**config.mk**
```make
export PLATFORM = sky130hd
export DESIGN_NAME = dmem_arbiter
export DESIGN_NICKNAME = d
export VERILOG_FILES = /design/src/rtl/dmem_pkg.sv /design/src/rtl/dmem_lane_fmt.sv /design/src/rtl/dmem_arbiter.sv
export SDC_FILE = /design/constraint.sdc
export NUM_CORES = 1
export LEC_CHECK = 0
export ABC_AREA = 0
export CORE_AREA = 2 2 119 121
export DETAILED_ROUTE_END_ITERATION = 8
export DIE_AREA = 0 0 121 123
export PLACE_DENSITY_LB_ADDON = 0.05
export SLEW_MARGIN = 30
export SYNTH_ARGS = -nofsm -noshare
export SYNTH_HDL_FRONTEND = slang
export SYNTH_SLANG_ARGS = --single-unit
```
**constraint.sdc**
```tcl
create_clock -name clk -period 5.68 [get_ports clk]
set_clock_uncertainty 0.1 [all_clocks]
set_input_delay 0.568 -clock clk [delete_from_list [all_inputs] [get_ports clk]]
set_output_delay 0.568 -clock clk [all_outputs]
set_load 0.01 [all_outputs]
```
**src/rtl/dmem_pkg.sv**
```systemverilog
// Shared encodings for the data-memory arbiter: access sizes, requester IDs,
// FSM states and the alignment rule used when a request is accepted.
package dmem_pkg;

  localparam logic [1:0] SZ_B = 2'd0;
  localparam logic [1:0] SZ_H = 2'd1;
  localparam logic [1:0] SZ_W = 2'd2;

  localparam logic REQ_CORE = 1'b0;
  localparam logic REQ_DBG  = 1'b1;

  typedef enum logic [2:0] {
    ST_IDLE   = 3'd0,
    ST_READ   = 3'd1,
    ST_RMW_RD = 3'd2,
    ST_WRITE  = 3'd3,
    ST_ERR    = 3'd4,
    ST_RESP   = 3'd5
  } state_t;

  // Size code 3 is illegal and counts as misaligned so it takes the error path.
  function automatic logic is_misaligned(input logic [1:0] addr_lo, input logic [1:0] size);
    logic bad;
    case (size)
      SZ_B:    bad = 1'b0;
      SZ_H:    bad = addr_lo[0];
      SZ_W:    bad = (addr_lo != 2'b00);
      default: bad = 1'b1;
    endcase
    return bad;
  endfunction

endpackage

```
**src/rtl/dmem_lane_fmt.sv**
```systemverilog
// Combinational byte/halfword formatting: little-endian load extraction with
// sign/zero extension, and lane merge of store data into a read-back word.
module dmem_lane_fmt
  import dmem_pkg::*;
(
  input  logic [1:0]  i_addr,
  input  logic [1:0]  i_size,
  input  logic        i_unsigned,
  input  logic [31:0] i_mem_q,
  input  logic [31:0] i_wdata,
  output logic [31:0] o_rdata,
  output logic [31:0] o_merged
);

  logic [7:0]  w_byte;
  logic [15:0] w_half;

  always_comb begin
    case (i_addr)
      2'd0:    w_byte = i_mem_q[7:0];
      2'd1:    w_byte = i_mem_q[15:8];
      2'd2:    w_byte = i_mem_q[23:16];
      default: w_byte = i_mem_q[31:24];
    endcase
    w_half = i_addr[1] ? i_mem_q[31:16] : i_mem_q[15:0];
  end

  always_comb begin
    case (i_size)
      SZ_B:    o_rdata = {{24{~i_unsigned & w_byte[7]}}, w_byte};
      SZ_H:    o_rdata = {{16{~i_unsigned & w_half[15]}}, w_half};
      SZ_W:    o_rdata = i_mem_q;
      default: o_rdata = 32'd0;
    endcase
  end

  always_comb begin
    o_merged = i_mem_q;
    case (i_size)
      SZ_B: begin
        case (i_addr)
          2'd0:    o_merged[7:0]   = i_wdata[7:0];
          2'd1:    o_merged[15:8]  = i_wdata[7:0];
          2'd2:    o_merged[23:16] = i_wdata[7:0];
          default: o_merged[31:24] = i_wdata[7:0];
        endcase
      end
      SZ_H: begin
        if (i_addr[1]) o_merged[31:16] = i_wdata[15:0];
        else           o_merged[15:0]  = i_wdata[15:0];
      end
      SZ_W:    o_merged = i_wdata;
      default: o_merged = i_mem_q;
    endcase
  end

endmodule

```
**src/rtl/dmem_arbiter.sv**
```systemverilog
// Load/store controller in front of a synchronous-read word memory, arbitrating
// core and debug ports. Debug port present only with DMEM_ARB_DEBUG_PORT_EN defined.
//
// state     | meaning
// ----------+------------------------------------------------------------
// ST_IDLE   | waiting for a request; grants are issued only here
// ST_READ   | word index on mem_addr for a load
// ST_RMW_RD | word index on mem_addr to fetch the word a sub-word store patches
// ST_WRITE  | mem_we high, merged or full word on mem_data
// ST_ERR    | rejected request; memory untouched
// ST_RESP   | one-cycle rvalid to the latched requester
module dmem_arbiter
  import dmem_pkg::*;
#(
  parameter int DEPTH_LOG2 = 8
) (
  input  logic        clk,
  input  logic        rst,
  input  logic        c_req,
  input  logic        c_we,
  input  logic [31:0] c_addr,
  input  logic [31:0] c_wdata,
  input  logic [1:0]  c_size,
  input  logic        c_unsigned,
  output logic        c_gnt,
  output logic        c_rvalid,
  output logic [31:0] c_rdata,
  output logic        c_err,
  input  logic        d_req,
  input  logic        d_we,
  input  logic [31:0] d_addr,
  input  logic [31:0] d_wdata,
  output logic        d_gnt,
  output logic        d_rvalid,
  output logic [31:0] d_rdata,
  output logic        d_err,
  output logic [31:0] mem_addr,
  output logic [31:0] mem_data,
  output logic        mem_we,
  input  logic [31:0] mem_q
);

  state_t      r_state;
  logic        r_id;
  logic        r_we;
  logic        r_err;
  logic [31:0] r_addr;
  logic [31:0] r_wdata;
  logic [1:0]  r_size;
  logic        r_uns;

  logic        w_idle;
  logic        w_any_req;
  logic        w_pick_dbg;
  logic        w_accept;
  logic        w_bad;
  logic        w_sel_we;
  logic [31:0] w_sel_addr;
  logic [31:0] w_sel_wdata;
  logic [1:0]  w_sel_size;
  logic        w_sel_uns;
  logic [31:0] w_fmt_rdata;
  logic [31:0] w_merged;
  logic        w_resp;

  assign w_idle = (r_state == ST_IDLE);

`ifdef DMEM_ARB_DEBUG_PORT_EN
  logic r_last;

  // Round-robin: on a tie the port that did not win last time goes first.
  assign w_pick_dbg = d_req & (~c_req | (r_last == REQ_CORE));
  assign w_any_req  = c_req | d_req;

  always_comb begin
    if (w_pick_dbg) begin
      w_sel_we    = d_we;
      w_sel_addr  = d_addr;
      w_sel_wdata = d_wdata;
      w_sel_size  = SZ_W;
      w_sel_uns   = 1'b0;
    end else begin
      w_sel_we    = c_we;
      w_sel_addr  = c_addr;
      w_sel_wdata = c_wdata;
      w_sel_size  = c_size;
      w_sel_uns   = c_unsigned;
    end
  end
`else
  logic w_unused_dbg;

  assign w_unused_dbg = ^{d_req, d_we, d_addr, d_wdata};
  assign w_pick_dbg   = 1'b0;
  assign w_any_req    = c_req;
  assign w_sel_we     = c_we;
  assign w_sel_addr   = c_addr;
  assign w_sel_wdata  = c_wdata;
  assign w_sel_size   = c_size;
  assign w_sel_uns    = c_unsigned;
`endif

  assign w_accept = w_idle & w_any_req;
  assign w_bad    = is_misaligned(w_sel_addr[1:0], w_sel_size) |
                    ((w_sel_addr >> (DEPTH_LOG2 + 2)) != 32'd0);

  always_ff @(posedge clk or negedge rst) begin
    if (!rst) begin
      r_state <= ST_IDLE;
      r_id    <= REQ_CORE;
      r_we    <= 1'b0;
      r_err   <= 1'b0;
      r_addr  <= 32'd0;
      r_wdata <= 32'd0;
      r_size  <= SZ_B;
      r_uns   <= 1'b0;
`ifdef DMEM_ARB_DEBUG_PORT_EN
      r_last  <= REQ_DBG;
`endif
    end else begin
      case (r_state)
        ST_IDLE: begin
          if (w_accept) begin
            r_id    <= w_pick_dbg ? REQ_DBG : REQ_CORE;
            r_we    <= w_sel_we;
            r_err   <= w_bad;
            r_addr  <= w_sel_addr;
            r_wdata <= w_sel_wdata;
            r_size  <= w_sel_size;
            r_uns   <= w_sel_uns;
`ifdef DMEM_ARB_DEBUG_PORT_EN
            r_last  <= w_pick_dbg ? REQ_DBG : REQ_CORE;
`endif
            if (w_bad)                   r_state <= ST_ERR;
            else if (!w_sel_we)          r_state <= ST_READ;
            else if (w_sel_size == SZ_W) r_state <= ST_WRITE;
            else                         r_state <= ST_RMW_RD;
          end
        end
        ST_READ:   r_state <= ST_RESP;
        ST_RMW_RD: r_state <= ST_WRITE;
        ST_WRITE:  r_state <= ST_RESP;
        ST_ERR:    r_state <= ST_RESP;
        ST_RESP:   r_state <= ST_IDLE;
        default:   r_state <= ST_IDLE;
      endcase
    end
  end

  // mem_q arrives one cycle after the address, so RESP and WRITE see the word
  // fetched in READ and RMW_RD respectively.
  dmem_lane_fmt u_lane_fmt (
    .i_addr     (r_addr[1:0]),
    .i_size     (r_size),
    .i_unsigned (r_uns),
    .i_mem_q    (mem_q),
    .i_wdata    (r_wdata),
    .o_rdata    (w_fmt_rdata),
    .o_merged   (w_merged)
  );

  assign w_resp   = (r_state == ST_RESP);
  assign mem_we   = (r_state == ST_WRITE);
  assign mem_data = mem_we ? w_merged : 32'd0;
  assign mem_addr = (r_state == ST_READ || r_state == ST_RMW_RD || r_state == ST_WRITE) ?
                    {2'b00, r_addr[31:2]} : 32'd0;

  assign c_gnt    = w_idle & c_req & ~w_pick_dbg;
  assign c_rvalid = w_resp & (r_id == REQ_CORE);
  assign c_err    = c_rvalid & r_err;
  assign c_rdata  = (c_rvalid & ~r_err & ~r_we) ? w_fmt_rdata : 32'd0;

`ifdef DMEM_ARB_DEBUG_PORT_EN
  assign d_gnt    = w_idle & w_pick_dbg;
  assign d_rvalid = w_resp & (r_id == REQ_DBG);
  assign d_err    = d_rvalid & r_err;
  assign d_rdata  = (d_rvalid & ~r_err & ~r_we) ? w_fmt_rdata : 32'd0;
`else
  assign d_gnt    = 1'b0;
  assign d_rvalid = 1'b0;
  assign d_err    = 1'b0;
  assign d_rdata  = 32'd0;
`endif

endmodule

```
==> results of run 1 <==
-- sequential cells by signal (all words and copies together), names as in the netlist --
signal / count
r_wdata: 32
r_size: 2
r_uns: 1
r_err: 1
r_we: 1
r_state: 3
r_addr: 32
-- layout by cell type (no fill, tap or decap), types with 2 or more instances in the layout --
master             n
nor2_1            27
o22ai_1            7
mux2_2            79
conb_1            37
a22oi_1           11
mux2i_1           15
mux4_2             4
clkbuf_16          9
dfrtp_1           72
buf_4             10
and2_1            33
o221ai_1           2
nand2_1           34
o21ai_0           31
a22o_1            17
nor2b_1           15
and3_1             2
a21oi_2           10
nor4_1             5
clkdlybuf4s50_1  199
a21oi_1           30
a21o_1             2
nand3_1           16
a221oi_1           8
a222oi_1          16
o211a_1            3
a211o_1            2
clkinv_2           2
inv_1             13
nor3_1             2
-- per-layer routing --
metal,track usage (%),share of wire [%]
met5,0,0
met2,37.4,46
met3,9.18,11
met4,12.2,3.8
met1,30.8,39
-- Yosys cell counts, types with 16 or more instances --
cell / count
a21oi_1: 30
a222oi_1: 16
a22o_1: 17
and2_1: 33
buf_2: 22
buf_4: 37
clkbuf_1: 20
dfrtp_1: 72
mux2_2: 79
nand2_1: 35
nand3_1: 16
nor2_1: 27
nor2b_1: 16
o21ai_0: 31
-- worst min-delay path by stage --
| stage | startpoint | slack, ns | to |
|---|---|---|---|
| 6_report | rst | 0.14 | r_wdata[2] |
| 5_1_grt | rst | 0.20 | r_wdata[0] |
| 4_1_cts | rst | 0.31 | r_wdata[2] |
| 3_5_place_dp | r_addr[16] | 0.39 | r_addr[16] |
| 3_3_place_gp | r_addr[30] | 0.38 | r_addr[30] |
| 2_1_floorplan | rst | 0.17 | r_addr[0] |
-- critical path: stages --
cell	delay, ns
clkdlybuf4s50_1	0.66
mux4_2	0.33
mux2i_1	0.06
or3_1	0.69
a21oi_1	0.38
clkdlybuf4s50_1	0.60
-- per-stage QoR --
step	hold WS, ns	instances	setup slack (ns)	util (%)	cell area, um^2
2_1_floorplan	0.172	596	3.38	-	5400
3_3_place_gp	0.381	900	1.78	52.9	7200
3_5_place_dp	0.388	900	1.78	52.9	7200
4_1_cts	0.308	916	1.77	55.1	7500
5_1_grt	0.196	916	1.60	55.2	7510
6_report	0.144	916	1.71	55.2	7510
-- kinds of logic after synthesis --
| logic type | share of synthesized area [%] |
|---|---|
| other | 0.0713 |
| xor gates and xnor gates | 0.166 |
| and+or+nand+nor | 14.0 |
| buffers and inverters | 10.4 |
| muxes | 21.5 |
| AOI/OAI and AO/OA | 19.7 |
| DFF | 34.2 |
-- area by class of cell --
class,count,area [um^2],share of cell area (%)
multi-input combinational,425,3050,40.7
clock buffer,11,243,3.23
inverter,13,48.8,0.650
tap,180,225,3.00
sequential,72,1800,24.0
timing repair buffer,210,2080,27.7
clock inverter,5,56.3,0.750
-- power breakdown --
| group | leakage, nW | switching (mW) | internal (mW) |
|---|---|---|---|
| clock | 0.145 | 0.221 | 0.351 |
| combinational | 1.96 | 0.864 | 0.883 |
| sequential | 0.853 | 0.249 | 0.770 |
| total | 2.96 | 1.33 | 2.00 |
==> run summary, run 1 <==
The analysis attributes to cell leakage a power of 2.96 nW. The logs give 0 for the number of failing setup endpoints in the final timing report and 5050 for the number of global-route vias before repair. For flop-to-flop paths, the worst setup slack is 3.30 ns. In the routed layout, each cell is associated on average with a via count of 5.49. From synthesis to final layout, the design area changed by 42.7%. Height of the chip: 123 um. The tools report the achievable frequency as 0.252 GHz.

Largest area contributor in the synthesized netlist: dfrtp_1. The number of DRC violations after detailed routing came out at 0. Setup repair after global routing left no endpoint under its margin. Of all nets on the critical path, the largest fanout is 16. Clock-pin slew was measured on the worst setup and hold paths at 0.06 ns. Setup total negative slack on the finished layout was measured at 0 ns. In this run the critical register-to-register path is launched from r_state[1]. The first-pass GRT wire length was 27800 um; the worst vdd rail ir drop was 0.267 mV. The filler cells instantiated in the layout total 1274. The tools report the clock sink count as 72. Pin placement for this block handled 304 I/O pins.

The average instance area after synthesis works out to 9.40 um^2. In the finished design, the share of the clock period the worst path needs comes to 70.0%. Entering global routing, the biggest net connects 73 pins. For the count of yosys warnings during synthesis, the log shows 0.

The tools report the data arrival at the endpoint of the critical path as 3.31 ns. The congestion estimate from routability-driven global placement came to 0.880. The tools report the kind of launch point of the worst setup path as an input port. Ratio of cells with drive above 1 in the final layout: 17.1%.

For this run, the leading register cell type out of synthesis is dfrtp_1. TritonCTS built the clock tree. In this run the horizontal extent of the chip is 121 um.

The tools report the endpoint of the most critical setup path as c_rdata[31]. The power after layout was 3.34 mW. Before antenna repair, the detailed router went through 8 iterations. The number of antenna violations at the first check in global routing is 0, and the post-cts hold buffer count is 0. The tools report the cell area after synthesis as 0.00526 mm^2. The quantity of I/O buffers inserted on ports was 200. Once the clock tree was built, the setup fixing pass inserted 0 buffers.

The H-tree was split into 3 levels. The number of buffers on the longest clock path is 2. In the final routed layout, each cell accounts on average for 19.9 um. The worst path in the final design needs a cycle of 3.97 ns, including I/O delays and setup. The tools report the endpoint type of the worst setup path as an output pin.

Dividing total power by cell area gives a power density of 444 mW/mm^2. After synthesis the netlist holds a flip-flop and latch count of 72. The logs give 0 for the antenna diode count and 0.0136 mm^2 for the placeable core area. The tools report the final antenna-violating net count as 0. The final route contains 5033 vias. The run finished with clean final reports. The number of different library cells used by synthesis comes to 46. Of all flip-flops after synthesis, the portion carrying an async set or reset was 100%. Summed over its instances, the top area cell type makes up 34.2% of the synthesized netlist area.

Number of max-cap violations: 0. In this run the worst hold path is classified as input port to async pin. The slew of the pin with the lowest slew margin was 0.922 ns.

In this run the critical register-to-register path is captured at r_wdata[24]. The number of pins with negative max-slew slack in the final report came out at 0. CTS placed an instance of clkbuf_16 at the clock tree root. The area of the die was 0.0149 mm^2; the net total in the final layout was 900. Tracing the worst setup path back leads to its startpoint at mem_q[23]. The worst-case headroom to the max-slew limit came out at 38.5%.

The first routing iteration left 547 violations. The initial standard-cell utilization of the core is 38.7%, and the data required time of the worst path is 5.01 ns. The setup path with the least slack is of type input port to output pin.

The total overflow left after global routing is 0. The number of hold violations in the final report is 0, and the final wirelength is 18200 um. By area the synthesized netlist is led by dfrtp_1, mux2_2, buf_4. For the sequential area share after synthesis, the log shows 34.2%.

The count of cells along the worst register-to-register path is 4. Counting flops with a built-in enable in the synthesized netlist gives 0. The post-synthesis cell count was 560. The logs give 0 for the quantity of gates resized following cts and 0.34 ns for the insertion delay of the later-clocked pin in the worst-skew pair.

The tools report the CTS buffer count as 9. For this run, the total global-route usage over all layers was measured as 24.6%. The number of placement rows was 43. Summed over all nets, the half-perimeter wirelength after detailed placement is 13100 um.
Note: power is estimated with default switching activity, not from simulation.
==> run 2, diff against run 1 <==
--- a/config.mk
+++ b/config.mk
@@ -6,9 +6,9 @@
 export NUM_CORES = 1
 export LEC_CHECK = 0
 export ABC_AREA = 0
-export CORE_AREA = 2 2 119 121
+export CORE_MARGIN = 2
+export CORE_UTILIZATION = 39
 export DETAILED_ROUTE_END_ITERATION = 8
-export DIE_AREA = 0 0 121 123
 export PLACE_DENSITY_LB_ADDON = 0.05
 export SLEW_MARGIN = 30
 export SYNTH_ARGS = -nofsm -noshare
==> constraint.sdc (replaced) <==
create_clock -name clk -period 4 [get_ports clk]
set_clock_uncertainty 0.1 [all_clocks]
set_input_delay 0.4 -clock clk [delete_from_list [all_inputs] [get_ports clk]]
set_output_delay 0.4 -clock clk [all_outputs]
set_load 0.01 [all_outputs]
==> run 2 against run 1 <==
Sequential share of layout area decreased by 0.12 points. Die area fell by 3.0%. Utilization increased by 2.0 points. Design area grew 0.50%. Via count up 0.42%. Count of clock-buffer cells in the layout grew 1. Final cell count is 0.33% higher. Clock power grew 32%. Non-clock buffer count grew 7. Highest routed layer unchanged.
==> run summary, run 2 (synthesized netlist as in run 1, its figures left out) <==
The run gives 0 (unchanged) as the number of antenna violations at the first check in global routing. Classification of the worst-slack hold path: register to register (was input port to async pin). The leading cell type in the layout, fill and taps excluded was clkdlybuf4s50_1 (unchanged).

The initial standard-cell utilization of the core was 39.9% (was 38.7%). The final setup TNS is 0 ns (unchanged). Worst flop-to-flop path startpoint: r_state[1] (unchanged). The fill cell total of the finished layout is 1180 (was 1274), and the number of buffers on the longest clock path is 2 (unchanged). Number of top-level pins: 304 (unchanged).

Final weighted congestion in routability-driven placement: 0.903 (was 0.880). The kind of launch point of the worst setup path was a register (was an input port). The quantity of I/O buffers inserted on ports came out at 200 (unchanged). The run gives 5011 (was 5050) as the number of global-route vias before repair. The tools report the number of iterations in the first detailed-routing pass as 5 (was 8). The largest driver fanout on the critical path works out to 16 (unchanged). The startpoint identified for the worst hold timing path is r_addr[25]. The kind of cell adding the most delay to the critical path was multiplexers (was buffers and inverters). Largest registers: r_addr: 32 flops, r_wdata: 32 flops, r_state: 3 flops (unchanged). The worst setup path category is register to output pin (was input port to output pin). The run gives 0 (unchanged) as the number of failing setup endpoints in the final timing report.

Area of the die: 0.0144 mm^2 (was 0.0149 mm^2). Leading cell types in the layout, fill and taps excluded: clkdlybuf4s50_1, mux2_2, dfrtp_1 (unchanged). Setup repair after global routing left no endpoint under its margin. The run gives 3.50 ns (was 5.01 ns) as the data required time of the worst path. Area overhead of the layout relative to synthesis: 43.4% (was 42.7%). For the overall via count from detail_route, the log shows 5054 (was 5033).

The first-pass GRT wire length is 28400 um (was 27800 um). Placeable core area: 0.0132 mm^2 (was 0.0136 mm^2). The H-tree depth is 3 (unchanged).

The tools report the cell at the root of the clock tree as clkbuf_16 (unchanged). The run finished with clean final reports. The height of the chip is 120 um (was 123 um).

CTS buffer count: 9 (unchanged). The worst vdd rail ir drop was 0.346 mV (was 0.267 mV). The area of all placed cells without fillers is 0.00754 mm^2 (was 0.00751 mm^2).

The cell with the largest stage delay on the worst path is dfrtp_1 (was or3_1). Number of hold violations in the final report: 0 (unchanged). The run gives 0 (unchanged) as the post-CTS setup buffer count. The endpoint type of the worst setup path is an output pin (unchanged). The number of placement rows was 42 (was 43); the ratio of cells with drive above 1 in the final layout was 17.5% (was 17.1%).

The number of DRC markers in iteration 0 was 655 (was 547). The maximum number of pins on one net before global-route repair came out at 73 (unchanged). The final antenna-violating net count is 0 (unchanged), and the average vias per placed instance is 5.50 (was 5.49). For the number of DRC violations after detailed routing, the log shows 0 (unchanged). The residual overflow from global routing is 0 (unchanged).

The worst-case headroom to the max-slew limit was 35.1% (was 38.5%). The placed cell area was 0.00725 mm^2 (was 0.00720 mm^2). The number of max-cap violations was 0 (unchanged). The slew of the pin with the lowest slew margin was 0.972 ns (was 0.922 ns).

The endpoint of the most critical setup path was c_rdata[31] (unchanged). The tools report the static leakage as 2.98 nW (was 2.96 nW). Start point of the critical path: r_addr[1] (was mem_q[23]).

The final period demand of the worst path is 3.69 ns, and the clock-pin slew of the registers on the worst-case setup and hold paths is 0.06 ns (about the same). The clock sink count was 72 (unchanged). The post-detailed-route wirelength per cell works out to 20.1 um (was 19.9 um).

The overall track demand over capacity in global routing was 25.8% (was 24.6%); the die span in x was 120 um (was 121 um). Static timing analysis puts the maximum clock frequency at 0.271 GHz. The reg-to-reg endpoint is r_wdata[25] (was r_wdata[24]). The net total in the final layout came out at 907 (was 900).

The power per standard cell area works out to 627 mW/mm^2 (was 444 mW/mm^2). Critical Path, Cell by Cell: mux4_2 -> mux2i_1 -> or3_1 -> a21oi_1 -> clkdlybuf4s50_1 (was clkdlybuf4s50_1 -> mux4_2 -> mux2i_1 -> or3_1 -> a21oi_1 -> clkdlybuf4s50_1). The number of buffers and inverters on the critical path works out to 1 (was 2).

The tools report the data arrival at the endpoint of the critical path as 3.19 ns (was 3.31 ns). HPWL after detailed placement: 13600 um (was 13100 um). The maximum single-stage delay on the critical path is 0.70 ns (was 0.69 ns). The quantity of gates resized following cts was 0 (unchanged). The run gives 0 (unchanged) as the number of pins with negative max-slew slack in the final report.

The insertion delay of the later-clocked pin in the worst-skew pair is 0.34 ns (about the same). The number of cells on the critical path came out at 5 (was 6). The count of cells along the worst register-to-register path was 4 (unchanged); the fraction of the cycle the final worst path needs was 92.2%.

TritonCTS built the clock tree. The tools report the final wirelength as 18500 um (was 18200 um). Antenna diode count: 0 (unchanged). The setup slack on the worst flop-to-flop path was 1.60 ns (was 3.30 ns).
## run 2: cell count changes in the layout (fill, tap and decap cells not counted), sizes merged
cell / previous run / this run
buf: 11 / 17
bufinv: 1 / 0
clkbuf: 11 / 12
dlygate4sd3: 0 / 1
## run 2: per-stage QoR
stage / hold slack [ns] / std cells / setup slack, ns / utilization [%] / power (mW)
2_1_floorplan: 0.00441 / 596 / 1.90 / - / 3.14
3_3_place_gp: 0.380 / 902 / 0.583 / 55.0 / 3.90
3_5_place_dp: 0.387 / 902 / 0.512 / 55.0 / 3.96
4_1_cts: 0.131 / 918 / 0.328 / 57.1 / 4.74
5_1_grt: 0.419 / 919 / 0.104 / 57.2 / 5.06
6_report: 0.398 / 919 / 0.313 / 57.2 / 4.73
## run 2: how the worst min path moves through the flow
| stage | to | slack, ns | cells past startpoint |
|---|---|---|---|
| 2_1_floorplan | r_addr[0] | 0.004 | 0 |
| 3_3_place_gp | r_addr[26] | 0.38 | 1 |
| 3_5_place_dp | r_addr[17] | 0.39 | 1 |
| 4_1_cts | r_wdata[0] | 0.13 | 1 |
| 5_1_grt | r_addr[8] | 0.42 | 1 |
| 6_report | r_addr[25] | 0.40 | 1 |
## run 2: power by group
part | switching [mW] | internal [mW] | total [mW]
combinational | 1.18 | 1.29 | 2.47
sequential | 0.421 | 1.09 | 1.51
clock | 0.315 | 0.438 | 0.753
## run 2: metal layers
| layer | track usage, % | vias to the layer above | wire length [um] |
|---|---|---|---|
| met2 | 40.7 | 264 | 8580 |
| met3 | 9.41 | 35 | 1930 |
| met1 | 32.5 | 2425 | 7480 |
| li1 | - | 2330 | - |
| met5 | 0 | - | 0 |
| met4 | 8.97 | 0 | 518 |
## run 2: layout make-up
cell class | count | area (um^2) | share of cell area, %
tap | 176 | 220 | 2.92
inverter | 13 | 48.8 | 0.647
timing repair buffer | 217 | 2150 | 28.4
clock buffer | 12 | 246 | 3.27
sequential | 72 | 1800 | 23.9
multi-input combinational | 425 | 3050 | 40.4
clock inverter | 4 | 30.0 | 0.398
## run 2: worst reg2reg max path, delay by kind of cell, from the launching register on
kind          cells  cell delay (ns)
flops             1             0.44
simple gates      2             1.02
buf+inv           1             0.34
mux               1             0.38
## run 2: timing repair
action | in CTS | in global routing
hold endpoints to repair | 0 | 4
hold buffers | 0 | 1
setup endpoints to repair | 0 | 0
==> run 3, diff against run 2 <==
--- a/config.mk
+++ b/config.mk
@@ -6,9 +6,9 @@
 export NUM_CORES = 1
 export LEC_CHECK = 0
 export ABC_AREA = 0
-export CORE_MARGIN = 2
-export CORE_UTILIZATION = 39
+export CORE_AREA = 2 2 119 121
 export DETAILED_ROUTE_END_ITERATION = 8
+export DIE_AREA = 0 0 121 123
 export PLACE_DENSITY_LB_ADDON = 0.05
 export SLEW_MARGIN = 30
 export SYNTH_ARGS = -nofsm -noshare
==> constraint.sdc (replaced) <==
create_clock -name clk -period 4.6 [get_ports clk]
set_clock_uncertainty 0.1 [all_clocks]
set_input_delay 0.46 -clock clk [delete_from_list [all_inputs] [get_ports clk]]
set_output_delay 0.46 -clock clk [all_outputs]
set_load 0.01 [all_outputs]
==> run 3 against run 2 <==
Highest routed layer unchanged. Final cell count is 0.22% lower. Combinational power fell by 14%. First-iteration DRC count shrank 10%. Critical path type unchanged. Sequential share of layout area is 0.079 points higher.
==> run summary, run 3 (synthesized netlist as in run 1, its figures left out) <==
The number of max-cap violations was 0 (unchanged). Leading cell types in the layout, fill and taps excluded: clkdlybuf4s50_1, mux2_2, dfrtp_1 (unchanged). The clock-pin slew of the registers on the worst-case setup and hold paths is 0.06 ns (about the same), and the initial standard-cell utilization of the core is 38.7% (was 39.9%). The power after layout is 4.13 mW (was 4.73 mW). The worst path needs 3.92 ns of the cycle, external delays included. The tools report the worst hold slack as 0.0145 ns (was 0.398 ns). The area overhead of the layout relative to synthesis was 42.9% (was 43.4%). TritonCTS built the clock tree. The quantity of I/O buffers inserted on ports was 200 (unchanged); the average vias per placed instance was 5.49 (was 5.50). The number of DRC markers in iteration 0 came out at 589 (was 655). The number of iterations in the first detailed-routing pass is 7 (was 5), and the power per standard cell area is 549 mW/mm^2 (was 627 mW/mm^2). The cell with the largest stage delay on the worst path is nor2b_1 (was dfrtp_1). The placed cell area came out at 0.00722 mm^2 (was 0.00725 mm^2). The run gives 0.250 mV (was 0.346 mV) as the worst vdd rail ir drop. The area of the die is 0.0149 mm^2 (was 0.0144 mm^2). The run gives 0 (unchanged) as the number of DRC violations after detailed routing.

The cell at the root of the clock tree is clkbuf_16 (unchanged). The run gives 0.931 ns (was 0.512 ns) as the pre-CTS setup slack. Post-CTS setup buffer count: 0 (unchanged). The logs give 304 (unchanged) for the number of top-level pins and 2.97 nW (was 2.98 nW) for the static leakage.

For the number of placement rows, the log shows 43 (was 42). The post-cts hold buffer count is 0 (unchanged), and the maximum single-stage delay on the critical path is 0.65 ns (was 0.70 ns). Critical Path, Cell by Cell: buf_4 -> nor2b_1 -> mux2_2 -> a221oi_1 -> nor2_1 -> clkdlybuf4s50_1 (was mux4_2 -> mux2i_1 -> or3_1 -> a21oi_1 -> clkdlybuf4s50_1). The number of global-route vias before repair was 4994 (was 5011); the number of pins with negative max-slew slack in the final report was 0 (unchanged). Largest registers: r_addr: 32 flops, r_wdata: 32 flops, r_state: 3 flops (unchanged).

For the area of all placed cells without fillers, the log shows 0.00752 mm^2 (was 0.00754 mm^2). Derived from the worst setup path, the maximum achievable clock frequency is 0.255 GHz. The die span in x was 121 um (was 120 um); the antenna diode count was 0 (unchanged). The post-detailed-route wirelength per cell works out to 20.1 um (about the same). The final setup TNS is 0 ns (unchanged). The leading cell type in the layout, fill and taps excluded is clkdlybuf4s50_1 (unchanged).

The slew of the pin with the lowest slew margin is 0.911 ns (was 0.972 ns). The endpoint type of the worst setup path was an output pin (unchanged). The logs give 5036 (was 5054) for the overall via count from detail_route and 0 (unchanged) for the number of hold violations in the final report.

The flow ran to the end, and the final reports show no timing, DRC or antenna violations. Setup repair after global routing left no endpoint under its margin. The tools report the overall track demand over capacity in global routing as 24.7% (was 25.8%). The run gives 9 (unchanged) as the CTS buffer count. For the worst setup margin, the log shows 0.678 ns (was 0.313 ns). The logs give 3 (unchanged) for the H-tree depth and 13400 um (was 13600 um) for the HPWL after detailed placement.

The final weighted congestion in routability-driven placement was 0.920 (was 0.903). The data arrival at the endpoint of the critical path was 3.36 ns (was 3.19 ns); the number of antenna violations at the first check in global routing was 0 (unchanged). The logs give 902 (was 907) for the net total in the final layout and 2 (unchanged) for the number of buffers on the longest clock path. The data required time of the worst path was 4.04 ns (was 3.50 ns); the largest driver fanout on the critical path was 19 (was 16). Worst setup path category: register to output pin (unchanged). Final antenna-violating net count: 0 (unchanged). After layout, the worst path uses 85.3% of the clock period. The final wirelength is 18400 um (was 18500 um), and the first-pass GRT wire length is 28000 um (was 28400 um). The worst-case headroom to the max-slew limit was 39.2% (was 35.1%).

Clock sink count: 72 (unchanged). The insertion delay of the later-clocked pin in the worst-skew pair was 0.34 ns (about the same). The tools report the quantity of gates resized following cts as 0 (unchanged).

The setup slack on the worst flop-to-flop path is 2.20 ns (was 1.60 ns), and the ratio of cells with drive above 1 in the final layout is 17.4% (was 17.5%). The fill cell total of the finished layout is 1247 (was 1180), and the number of failing setup endpoints in the final timing report is 0 (unchanged). The placeable core area was 0.0136 mm^2 (was 0.0132 mm^2).

The maximum number of pins on one net before global-route repair is 73 (unchanged). The kind of launch point of the worst setup path is a register (unchanged). The classification of the worst-slack hold path is input port to async pin (was register to register). Height of the chip: 123 um (was 120 um). The run gives 0 (unchanged) as the residual overflow from global routing.
[run 3: changes by cell type in the layout (fill, tap and decap cells not counted), sizes merged]
cell | previous run | this run
buf | 17 | 13
bufinv | 0 | 1
clkbuf | 12 | 10
clkinv | 3 | 4
clkinvlp | 1 | 0
dlygate4sd3 | 1 | 0
[run 3: power breakdown]
| group | switching (mW) | internal [mW] | leakage, nW |
|---|---|---|---|
| clock network | 0.271 | 0.431 | 0.148 |
| registers | 0.350 | 0.949 | 0.853 |
| logic | 1.03 | 1.10 | 1.97 |
[run 3: through the flow]
step	std cells	utilization [%]
floorplan	596	-
global placement	902	53.0
detailed placement	902	53.0
CTS	917	55.2
global route	917	55.2
finish	917	55.2
[run 3: worst paths after layout]
check / from / to / cells past startpoint
max reg2reg: r_state[1] / r_addr[9] / 4
max in group asynchronous: rst / r_addr[7] / 1
min reg2reg: r_addr[25] / r_addr[25] / 1
max: r_addr[1] / mem_data[22] / 6
min in group clk: r_addr[25] / r_addr[25] / 1
min: rst / r_wdata[0] / 1
[run 3: worst max-delay path, delay by kind of cell (launching register included)]
kind,cells,cell delay [ns]
buffers and inverters,2,0.85
and+or+nand+nor,2,0.73
DFF,1,0.64
muxes,1,0.42
AOI/OAI and AO/OA,1,0.38
[run 3: layout make-up]
type                    instances  area, um^2  share of cell area [%]
clock inverters                 5        57.6                   0.765
multi-input cells             425        3050                    40.6
clock buffers                  10         239                    3.18
inverters                      13        48.8                   0.649
well taps                     180         225                    3.00
flip-flops and latches         72        1800                    24.0
repair buffers                212        2090                    27.8
[run 3: layer usage]
layer	wire (um)	up-vias	global-route usage, %
met5	0	-	0
met4	594	0	10.1
met3	2010	37	8.12
met2	8390	279	38.3
met1	7420	2406	31.7
li1	-	2314	-
